File: src/rtl/alu_pkg.sv
`default_nettype none
// ============================================================================
//  Module      : alu_pkg
//  Description : Shared definitions for the 6502 ALU stage: operation codes,
//                FSM state encoding and flag bit positions within {N,V,Z,C}.
//  Revision    : 1.0 - initial release
// ============================================================================
package alu_pkg;

    // Operation codes carried on alu_op. Codes 14 and 15 are undefined and
    // behave as PASS with no flag updates.
    localparam logic [3:0] ALU_OP_ADC  = 4'd0;
    localparam logic [3:0] ALU_OP_SBC  = 4'd1;
    localparam logic [3:0] ALU_OP_CMP  = 4'd2;
    localparam logic [3:0] ALU_OP_AND  = 4'd3;
    localparam logic [3:0] ALU_OP_ORA  = 4'd4;
    localparam logic [3:0] ALU_OP_EOR  = 4'd5;
    localparam logic [3:0] ALU_OP_BIT  = 4'd6;
    localparam logic [3:0] ALU_OP_ASL  = 4'd7;
    localparam logic [3:0] ALU_OP_LSR  = 4'd8;
    localparam logic [3:0] ALU_OP_ROL  = 4'd9;
    localparam logic [3:0] ALU_OP_ROR  = 4'd10;
    localparam logic [3:0] ALU_OP_INC  = 4'd11;
    localparam logic [3:0] ALU_OP_DEC  = 4'd12;
    localparam logic [3:0] ALU_OP_PASS = 4'd13;

    // Bit positions of each flag inside the 4-bit flags / flags_upd vectors.
    localparam int FLG_N = 3;
    localparam int FLG_V = 2;
    localparam int FLG_Z = 1;
    localparam int FLG_C = 0;

    typedef enum logic [0:0] {
        ST_IDLE = 1'b0,
        ST_ADJ  = 1'b1
    } alu_state_e;

endpackage
`default_nettype wire

File: src/rtl/alu_bcd_adjust.sv
`default_nettype none
// ============================================================================
//  Module      : alu_bcd_adjust
//  Description : Combinational 65C02-style BCD correction applied to the
//                binary sum produced in the first cycle of decimal ADC/SBC.
//  Ports       : sum_i         binary 8-bit sum (SBC: a + ~b + c)
//                carry_i       binary carry out of bit 7 (SBC: no borrow)
//                half_carry_i  binary carry out of bit 3 (SBC: no half borrow)
//                is_sub_i      1 for SBC, 0 for ADC
//                adj_result_o  BCD-corrected result
//                adj_carry_o   decimal carry (SBC: no decimal borrow)
//  Revision    : 1.0 - initial release
// ============================================================================
module alu_bcd_adjust (
    input  logic [7:0] sum_i,
    input  logic       carry_i,
    input  logic       half_carry_i,
    input  logic       is_sub_i,
    output logic [7:0] adj_result_o,
    output logic       adj_carry_o
);

    logic       lo_fix;
    logic       hi_fix;
    logic [7:0] lo_val;
    logic [7:0] hi_val;

    always_comb begin
        if (is_sub_i) begin
            // Borrow out of a nibble means that digit wrapped past zero.
            lo_fix = ~half_carry_i;
            hi_fix = ~carry_i;
        end else begin
            // High-digit test uses the unadjusted sum, so a low-digit
            // overflow that would push the upper digit past 9 is caught here.
            lo_fix = (sum_i[3:0] > 4'd9) | half_carry_i;
            hi_fix = (sum_i > 8'h99) | carry_i;
        end
        lo_val = lo_fix ? 8'h06 : 8'h00;
        hi_val = hi_fix ? 8'h60 : 8'h00;
        if (is_sub_i) begin
            adj_result_o = sum_i - lo_val - hi_val;
            adj_carry_o  = carry_i;
        end else begin
            adj_result_o = sum_i + lo_val + hi_val;
            adj_carry_o  = hi_fix;
        end
    end

endmodule
`default_nettype wire

File: src/rtl/alu_core.sv
`default_nettype none
// ============================================================================
//  Module      : alu_core
//  Description : Registered 6502 ALU stage. Binary ops complete in one cycle;
//                decimal ADC/SBC take a second (BCD adjust) cycle.
//  Ports       : clk, rst_n          clock, async active-low reset
//                start_i             op request, ignored while busy
//                alu_op_i            operation code (alu_pkg)
//                a_in_i / b_in_i     accumulator / ALU input mux operands
//                carry_in_i          P.C
//                decimal_en_i        P.D, used by ADC/SBC only
//                result_o / flags_o  registered result and {N,V,Z,C}
//                flags_upd_o         flags defined by the completed op
//                res_we_o            result targets a register
//                valid_o             one-cycle pulse for fresh outputs
//                busy_o              high during the decimal adjust cycle
//  Revision    : 1.0 - initial release
// ============================================================================
module alu_core
    import alu_pkg::*;
#(
    parameter int WIDTH = 8,
    parameter int OP_W  = 4
) (
    input  logic             clk,
    input  logic             rst_n,
    input  logic             start_i,
    input  logic [OP_W-1:0]  alu_op_i,
    input  logic [WIDTH-1:0] a_in_i,
    input  logic [WIDTH-1:0] b_in_i,
    input  logic             carry_in_i,
    input  logic             decimal_en_i,
    output logic [WIDTH-1:0] result_o,
    output logic [3:0]       flags_o,
    output logic [3:0]       flags_upd_o,
    output logic             res_we_o,
    output logic             valid_o,
    output logic             busy_o
);

    alu_state_e       state_q, state_d;
    logic [WIDTH-1:0] result_q, result_d;
    logic [3:0]       flags_q, flags_d;
    logic [3:0]       flags_upd_q, flags_upd_d;
    logic             res_we_q, res_we_d;
    logic             valid_q, valid_d;
    logic             busy_q, busy_d;
    // Binary-cycle results held for the adjust cycle.
    logic [7:0]       sum_q, sum_d;
    logic             carry_q, carry_d;
    logic             half_q, half_d;
    logic             sub_q, sub_d;
    logic             v_q, v_d;

    // ---------------- binary datapath ----------------
    logic [7:0] b_eff;
    logic [8:0] sum9;
    logic [4:0] half5;
    logic [8:0] cmp9;
    logic       add_v;
    logic       is_dec;
    logic [7:0] bin_res;
    logic       bin_n, bin_v, bin_c;
    logic [3:0] bin_mask;
    logic       bin_we;
    logic [3:0] bin_flags;
    logic [7:0] adj_res;
    logic       adj_c;

    assign b_eff  = (alu_op_i == ALU_OP_SBC) ? ~b_in_i : b_in_i;
    assign sum9   = {1'b0, a_in_i} + {1'b0, b_eff} + {8'd0, carry_in_i};
    assign half5  = {1'b0, a_in_i[3:0]} + {1'b0, b_eff[3:0]} + {4'd0, carry_in_i};
    assign cmp9   = {1'b0, a_in_i} + {1'b0, ~b_in_i} + 9'd1;
    assign add_v  = ~(a_in_i[7] ^ b_eff[7]) & (a_in_i[7] ^ sum9[7]);
    assign is_dec = decimal_en_i &
                    ((alu_op_i == ALU_OP_ADC) | (alu_op_i == ALU_OP_SBC));

    always_comb begin
        bin_res  = b_in_i;
        bin_c    = 1'b0;
        bin_v    = 1'b0;
        bin_mask = 4'b1010;
        bin_we   = 1'b1;
        unique case (alu_op_i)
            ALU_OP_ADC, ALU_OP_SBC: begin
                bin_res  = sum9[7:0];
                bin_c    = sum9[8];
                bin_v    = add_v;
                bin_mask = 4'b1111;
            end
            ALU_OP_CMP: begin
                bin_res  = cmp9[7:0];
                bin_c    = cmp9[8];
                bin_mask = 4'b1011;
                bin_we   = 1'b0;
            end
            ALU_OP_AND: bin_res = a_in_i & b_in_i;
            ALU_OP_ORA: bin_res = a_in_i | b_in_i;
            ALU_OP_EOR: bin_res = a_in_i ^ b_in_i;
            ALU_OP_BIT: begin
                bin_res  = a_in_i & b_in_i;
                bin_v    = b_in_i[6];
                bin_mask = 4'b1110;
                bin_we   = 1'b0;
            end
            ALU_OP_ASL: begin
                bin_res  = {b_in_i[6:0], 1'b0};
                bin_c    = b_in_i[7];
                bin_mask = 4'b1011;
            end
            ALU_OP_LSR: begin
                bin_res  = {1'b0, b_in_i[7:1]};
                bin_c    = b_in_i[0];
                bin_mask = 4'b1011;
            end
            ALU_OP_ROL: begin
                bin_res  = {b_in_i[6:0], carry_in_i};
                bin_c    = b_in_i[7];
                bin_mask = 4'b1011;
            end
            ALU_OP_ROR: begin
                bin_res  = {carry_in_i, b_in_i[7:1]};
                bin_c    = b_in_i[0];
                bin_mask = 4'b1011;
            end
            ALU_OP_INC:  bin_res = b_in_i + 8'd1;
            ALU_OP_DEC:  bin_res = b_in_i - 8'd1;
            ALU_OP_PASS: bin_res = b_in_i;
            default:     bin_mask = 4'b0000;
        endcase
        // BIT takes N from the operand rather than the AND result.
        bin_n = (alu_op_i == ALU_OP_BIT) ? b_in_i[7] : bin_res[7];

        bin_flags        = 4'b0000;
        bin_flags[FLG_N] = bin_n;
        bin_flags[FLG_V] = bin_v;
        bin_flags[FLG_Z] = (bin_res == 8'd0);
        bin_flags[FLG_C] = bin_c;
        bin_flags        = bin_flags & bin_mask;
    end

    alu_bcd_adjust u_bcd_adjust (
        .sum_i        (sum_q),
        .carry_i      (carry_q),
        .half_carry_i (half_q),
        .is_sub_i     (sub_q),
        .adj_result_o (adj_res),
        .adj_carry_o  (adj_c)
    );

    // ---------------- FSM and output update ----------------
    always_comb begin
        state_d     = state_q;
        result_d    = result_q;
        flags_d     = flags_q;
        flags_upd_d = flags_upd_q;
        res_we_d    = res_we_q;
        valid_d     = 1'b0;
        busy_d      = 1'b0;
        sum_d       = sum_q;
        carry_d     = carry_q;
        half_d      = half_q;
        sub_d       = sub_q;
        v_d         = v_q;
        unique case (state_q)
            ST_IDLE: begin
                if (start_i) begin
                    if (is_dec) begin
                        state_d = ST_ADJ;
                        busy_d  = 1'b1;
                        sum_d   = sum9[7:0];
                        carry_d = sum9[8];
                        half_d  = half5[4];
                        sub_d   = (alu_op_i == ALU_OP_SBC);
                        v_d     = add_v;
                    end else begin
                        result_d    = bin_res;
                        flags_d     = bin_flags;
                        flags_upd_d = bin_mask;
                        res_we_d    = bin_we;
                        valid_d     = 1'b1;
                    end
                end
            end
            ST_ADJ: begin
                // start is deliberately ignored here, not queued.
                state_d          = ST_IDLE;
                result_d         = adj_res;
                flags_d          = 4'b0000;
                flags_d[FLG_N]   = adj_res[7];
                flags_d[FLG_V]   = v_q;
                flags_d[FLG_Z]   = (adj_res == 8'd0);
                flags_d[FLG_C]   = adj_c;
                flags_upd_d      = 4'b1111;
                res_we_d         = 1'b1;
                valid_d          = 1'b1;
            end
            default: state_d = ST_IDLE;
        endcase
    end

    always_ff @(posedge clk or negedge rst_n) begin
        if (!rst_n) begin
            state_q     <= ST_IDLE;
            result_q    <= '0;
            flags_q     <= 4'b0000;
            flags_upd_q <= 4'b0000;
            res_we_q    <= 1'b0;
            valid_q     <= 1'b0;
            busy_q      <= 1'b0;
            sum_q       <= 8'd0;
            carry_q     <= 1'b0;
            half_q      <= 1'b0;
            sub_q       <= 1'b0;
            v_q         <= 1'b0;
        end else begin
            state_q     <= state_d;
            result_q    <= result_d;
            flags_q     <= flags_d;
            flags_upd_q <= flags_upd_d;
            res_we_q    <= res_we_d;
            valid_q     <= valid_d;
            busy_q      <= busy_d;
            sum_q       <= sum_d;
            carry_q     <= carry_d;
            half_q      <= half_d;
            sub_q       <= sub_d;
            v_q         <= v_d;
        end
    end

    assign result_o    = result_q;
    assign flags_o     = flags_q;
    assign flags_upd_o = flags_upd_q;
    assign res_we_o    = res_we_q;
    assign valid_o     = valid_q;
    assign busy_o      = busy_q;

endmodule
`default_nettype wire

File: config.mk
export PLATFORM = sky130hd
export DESIGN_NAME = alu_core
export DESIGN_NICKNAME = d
export VERILOG_FILES = /design/src/rtl/alu_pkg.sv /design/src/rtl/alu_bcd_adjust.sv /design/src/rtl/alu_core.sv
export SDC_FILE = /design/constraint.sdc
export NUM_CORES = 1
export LEC_CHECK = 0
export ABC_AREA = 1
export CAP_MARGIN = 20
export CORE_MARGIN = 8
export CORE_UTILIZATION = 45
export DETAILED_ROUTE_END_ITERATION = 12
export HOLD_SLACK_MARGIN = 0.02
export PLACE_DENSITY_LB_ADDON = 0.2
export SETUP_SLACK_MARGIN = 0.05
export SLEW_MARGIN = 10
export SYNTH_ARGS = -nofsm -noshare
export SYNTH_HDL_FRONTEND = slang
export SYNTH_SLANG_ARGS = --single-unit
File: constraint.sdc
create_clock -name clk -period 2.8 [get_ports clk]
set_clock_uncertainty 0.1 [all_clocks]
set_input_delay 0.28 -clock clk [delete_from_list [all_inputs] [get_ports clk]]
set_output_delay 0.28 -clock clk [all_outputs]
set_load 0.01 [all_outputs]
==> flow_summary.json, run 1 <==
{
  "async_flop_share_pct": 100,
  "final_max_slew_viol_count": 0,
  "yosys-top-cells-count": "nand2_1, inv_1, nor2_1, nand3_1, ha_1",
  "synth_warnings": 0,
  "r2r-start": "sum_q[0]",
  "io_buffers": 43,
  "coreArea_mm2": 0.00855,
  "numCtsBuffers": 5,
  "clkLatencyLatePin_ns": 0.28,
  "critPathMaxFanout": 3,
  "fmaxAchievable_mhz": 337,
  "ir_drop_mv": 0.396,
  "synth_top_area_share_pct": 19.3,
  "drive_above_1_share_pct": 27.7,
  "finalHoldViolCount": 0,
  "die_w_um": 109,
  "synth_largest_area_cell": "dfrtp_1",
  "grt.total_usage_pct": 25.1,
  "critPathLaunch": "sum_q[0]",
  "post-route-cell-area_mm2": 0.00570,
  "hp-class": "in -> async",
  "drtPass1Iterations": 5,
  "antenna_found_initial": 0,
  "drv_cap": 0,
  "ys_ff_latch": 30,
  "cts.sinks": 30,
  "synth_area_leaders": "dfrtp_1, nand2_1, ha_1",
  "grt_first_pass_wirelength_um": 23300,
  "path_clk_slew_ns": 0.07,
  "dp_hpwl_um": 11600,
  "ff2ff_setup_slack_ns": -0.17,
  "synth_edf_count": 0,
  "ys_seq_area_share_pct": 19.3,
  "power.density_mw_per_mm2": 550,
  "htreeDepth": 2,
  "finalNonFillerCells": 878,
  "worst_slack_ns": -0.165,
  "avgRoutedWirePerCell_um": 17.1,
  "fill_cells": 779,
  "synth.most_common_cell": "nand2_1",
  "period_share_pct": 106,
  "die_area_mm2": 0.0119,
  "fp.dieH_um": 109,
  "hold_buffers": 0,
  "grt_max_degree": 31,
  "ant_nets": 0,
  "worstMarginPinSlew_ns": 0.501,
  "synthDistinctLibCells": 38,
  "endpoint_kind": "flop",
  "synth_cells": 611,
  "cts_tree": "built",
  "drc": 0,
  "pin_count": 44,
  "gp_congestion": 1.07,
  "critPathLaunchType": "flop",
  "start_util_pct": 45.5,
  "syn_area_per_cell_um2": 6.36,
  "place_area_mm2": 0.00521,
  "rsz0062_at_grt": "true",
  "syn_area_mm2": 0.00389,
  "critical_path_required_ns": 2.92,
  "vias_per_cell": 5.44,
  "vias": 4772,
  "violations": "setup timing",
  "arrival_ns": 3.08,
  "diodes": 0,
  "syn_to_final_growth_pct": 46.6,
  "fin_setup_tns_ns": -0.447,
  "setup_viol": 3,
  "dp_cells": 857,
  "status": "complete, but fails checks",
  "whs_ns": 0.284,
  "r2r_cells": 20,
  "crit_type": "reg -> reg",
  "ys.flop_type": "dfrtp_1",
  "ctsRootBufferMaster": "clkbuf_8",
  "layout.nets": 844,
  "relSlewSlack_pct": 66.5,
  "max-clock-path-buffers": 2,
  "num_rows": 34,
  "p_leak_nw": 2.91,
  "syn_nets": 686,
  "first_iter_violations": 314,
  "grt.overflow.total": 0,
  "fin_crit_ns": 2.97,
  "wl_um": 15000,
  "grt_pass1_vias": 4599,
  "total_power_mw": 3.14
}
## registers in the layout, summed over array words and instances, names as in the netlist, 3 cells and up
register,flops
result_o,8
flags_o,4
sum_q,8
flags_upd_o,3
## layer usage
| layer | share of wire (%) | vias to the layer above | global-route usage (%) | routed length, µm |
|---|---|---|---|---|
| li1 | - | 2302 | - | - |
| met1 | 41 | 2249 | 30.1 | 6200 |
| met2 | 48 | 174 | 43.2 | 7270 |
| met3 | 5.1 | 47 | 2.36 | 767 |
| met4 | 5.1 | 0 | 13.8 | 773 |
| met5 | 0 | - | 0 | 0 |
## worst max-delay path, cell delays in order (launching register included)
cell and delay [ns]:
dfrtp_1 0.41, ha_2 0.21, o21ai_4 0.15, nand2_2 0.09, o211ai_1 0.18, nand2_1 0.09
nand2_2 0.08, nand2_2 0.07, nand2_4 0.07, ha_4 0.20, buf_6 0.12, nand2_4 0.06
nand2_4 0.06, nor2_4 0.13, nand4_1 0.18, a21o_1 0.25, nand3_4 0.09, nand3_2 0.08
nor2_2 0.09, nor2_2 0.05, a21oi_2 0.13
## what timing repair did
item                                    4_1_cts  5_1_grt
pin swaps                                    26       24
gates cloned                                  0        0
setup buffers                                 7        6
endpoints found under the setup margin       12       13
resized for setup                            55       32
## path summary, 6_finish.rpt
kind,end
max,flags_o[1]
min,sum_q[3]
max reg2reg,flags_o[1]
min reg2reg,v_q
max in group asynchronous,flags_o[3]
min in group clk,flags_upd_o[1]
## layout by cell type, fill, tap and decap left out, types with 15 or more instances in the layout
cell type          n
nand2_2           15
nand2_1          159
ha_1              39
o21ai_0           27
nor2_1            55
dfrtp_1           30
inv_1             66
nand3_1           45
buf_4            114
clkdlybuf4s50_1   38
## cell families after synthesis
kind of cell	count (synthesis)	share of synthesized area, %
and+or+nand+nor	329	36.9
AOI/OAI and AO/OA	93	13.7
buffers and inverters	92	9.36
adders and majority gates	50	16.9
DFF	30	19.3
xor gates and xnor gates	17	3.83
## power by group
| group | switching [mW] | leakage, nW | internal, mW |
|---|---|---|---|
| Sequential | 0.0616 | 0.363 | 0.516 |
| Clock | 0.178 | 0.0472 | 0.197 |
| Combinational | 1.15 | 2.50 | 1.03 |
| Total | 1.39 | 2.91 | 1.74 |
## through the flow
stage	setup slack, ns	utilization [%]
final	-0.165	66.7
after global routing	-0.340	66.7
after CTS	-0.0434	64.9
after detailed placement	-0.677	60.9
after global placement	-0.597	60.9
after floorplan	0.0506	-
## final cells by class
| type | count | area, µm² | share of cell area (%) |
|---|---|---|---|
| inverter | 83 | 315 | 5.53 |
| sequential | 30 | 751 | 13.2 |
| clock inverter | 2 | 12.5 | 0.219 |
| clock buffer | 6 | 82.6 | 1.45 |
| tap | 108 | 135 | 2.37 |
| timing repair buffer | 160 | 1320 | 23.2 |
| multi-input combinational | 489 | 3080 | 54.1 |
Power figures use the tool's default switching activity.
==> run 2: changes to the inputs <==
MAX_ROUTING_LAYER = met4   (was not set)
clock period = 2.4 ns   (was 2.8 ns; I/O delays follow)
==> flow_summary.json, run 2 (synthesized netlist as in run 1, its figures left out) <==
{
  "status": "complete, but fails checks",
  "violations": "setup timing",
  "die_w_um": 109,
  "grt_pass1_vias": 5053,
  "path_clk_slew_ns": 0.07,
  "final_max_slew_viol_count": 0,
  "critPathLaunchType": "flop",
  "ctsRootBufferMaster": "clkbuf_8",
  "critPathTopFamily": "simple AND/OR/NAND/NOR gates",
  "drc": 0,
  "final_cell_mix": "buf_4, nand2_1, inv_1",
  "period_share_pct": 126,
  "rsz0062_at_grt": "true",
  "num_rows": 34,
  "min_to": "sub_q",
  "htreeDepth": 2,
  "post-route-cell-area_mm2": 0.00629,
  "relSlewSlack_pct": 66.8,
  "arrival_ns": 3.11,
  "r2r-start": "sum_q[0]",
  "pin_count": 44,
  "avgRoutedWirePerCell_um": 17.1,
  "vias": 5027,
  "diodes": 0,
  "grt_first_pass_wirelength_um": 25000,
  "finalHoldViolCount": 0,
  "worstPathCellList": "inv_2, ha_4, o21ai_2, nand2_2, o211ai_1, nand2_1, nand2_2, nand2_2, nand2_4, ha_4, or2_4, nand2_4, o21ai_2, a21oi_2, a21o_1, nand3_4, nand3_2, nor2_1, nor2_1, a21oi_2",
  "hp-class": "in -> reg",
  "mostFrequentLayoutCell": "buf_4",
  "io_buffers": 43,
  "power.density_mw_per_mm2": 632,
  "place_area_mm2": 0.00567,
  "layout.nets": 909,
  "grt_max_degree": 31,
  "worstMarginPinSlew_ns": 0.492,
  "max-clock-path-buffers": 2,
  "wl_um": 16200,
  "antenna_found_initial": 0,
  "critPathBufInv": 1,
  "cpMostUsedCell": "nand2_2",
  "cts_tree": "built",
  "fin_setup_tns_ns": -3.58,
  "vias_per_cell": 5.33,
  "cts.sinks": 30,
  "hold_buffers": 0,
  "r2r-end": "flags_o[1]",
  "worst_slack_ns": -0.632,
  "ant_nets": 0,
  "critPathMaxFanout": 3,
  "grt.total_usage_pct": 27.3,
  "fmaxAchievable_mhz": 330,
  "ir_drop_mv": 0.397,
  "hold_start": "alu_op_i[0]",
  "r2r_cells": 20,
  "die_area_mm2": 0.0119,
  "critical_path_required_ns": 2.48,
  "grt.overflow.total": 0,
  "slowest_stage": "dfrtp_1",
  "fp.dieH_um": 109,
  "start_util_pct": 45.5,
  "crit_type": "reg -> reg",
  "clkLatencyLatePin_ns": 0.29,
  "drtPass1Iterations": 5,
  "cp_slowest_stage_delay_ns": 0.43,
  "first_iter_violations": 287,
  "min_path_cells": 4,
  "numCtsBuffers": 5,
  "dp_hpwl_um": 12400,
  "p_leak_nw": 3.27,
  "fin_crit_ns": 3.03,
  "gp_congestion": 0.976,
  "drv_cap": 0,
  "setup_viol": 8,
  "ff2ff_setup_slack_ns": -0.63,
  "drive_above_1_share_pct": 36.5,
  "coreArea_mm2": 0.00855,
  "syn_to_final_growth_pct": 61.8,
  "total_power_mw": 3.97,
  "endpoint_kind": "flop"
}
## run 2: changes by cell type in the layout (fill, tap and decap cells not counted), sizes merged
cell	previous run	this run
clkbuf	7	6
buf	117	186
clkdlybuf4s50	38	30
dlymetal6s2s	3	5
dlygate4sd2	1	4
## run 2: cell type report
cell class,instances,area (µm²)
Multi-Input combinational cell,489,3150
Fill cell,689,2260
Timing Repair Buffer,225,1840
Sequential cell,30,752
Inverter,83,315
Tap cell,108,135
Clock buffer,6,82.6
Clock inverter,2,12.5
## run 2: worst max-delay path by stage
stage	start	end	slack (ns)	depth (start not counted)
after floorplan	sum_q[1]	flags_o[1]	-0.28	20
after global placement	alu_op_i[0]	flags_o[1]	-0.74	17
after detailed placement	alu_op_i[0]	flags_o[1]	-0.79	17
after CTS	sum_q[0]	flags_o[1]	-0.42	20
after global routing	sum_q[0]	flags_o[1]	-0.76	20
final	sum_q[0]	flags_o[1]	-0.63	20
## run 2: what timing repair did
action,CTS,global route
pin swaps,44,36
gates resized for setup,68,49
buffers inserted,24,6
setup endpoints to repair,16,13
cloned,0,0
## run 2: stage by stage
step	setup WS, ns	utilization [%]	hold slack, ns	std cells
floorplan	-0.277	-	-0.156	611
global placement	-0.738	66.3	0.359	910
detailed placement	-0.794	66.3	0.364	910
CTS	-0.421	71.1	0.233	939
global route	-0.760	73.6	0.250	943
finish	-0.632	73.6	0.231	943
## run 2: per-layer routing
| metal | wire (µm) | part of all wire [%] | track usage (%) |
|---|---|---|---|
| met1 | 6690 | 41 | 31.1 |
| met2 | 7930 | 49 | 47.2 |
| met3 | 669 | 4.1 | 1.77 |
| met4 | 853 | 5.3 | 14.6 |
| met5 | 0 | 0 | - |
## run 2: power breakdown
group | switching [mW] | internal, mW | total, mW
Combinational | 1.45 | 1.41 | 2.86
Clock | 0.206 | 0.230 | 0.437
Sequential | 0.0736 | 0.603 | 0.677
Total | 1.73 | 2.24 | 3.97
## run 2: tightest hold or removal path, stage by stage
cell     delay, ns
buf_6         0.07
buf_4         0.15
nand2_1       0.06
o21ai_0       0.06
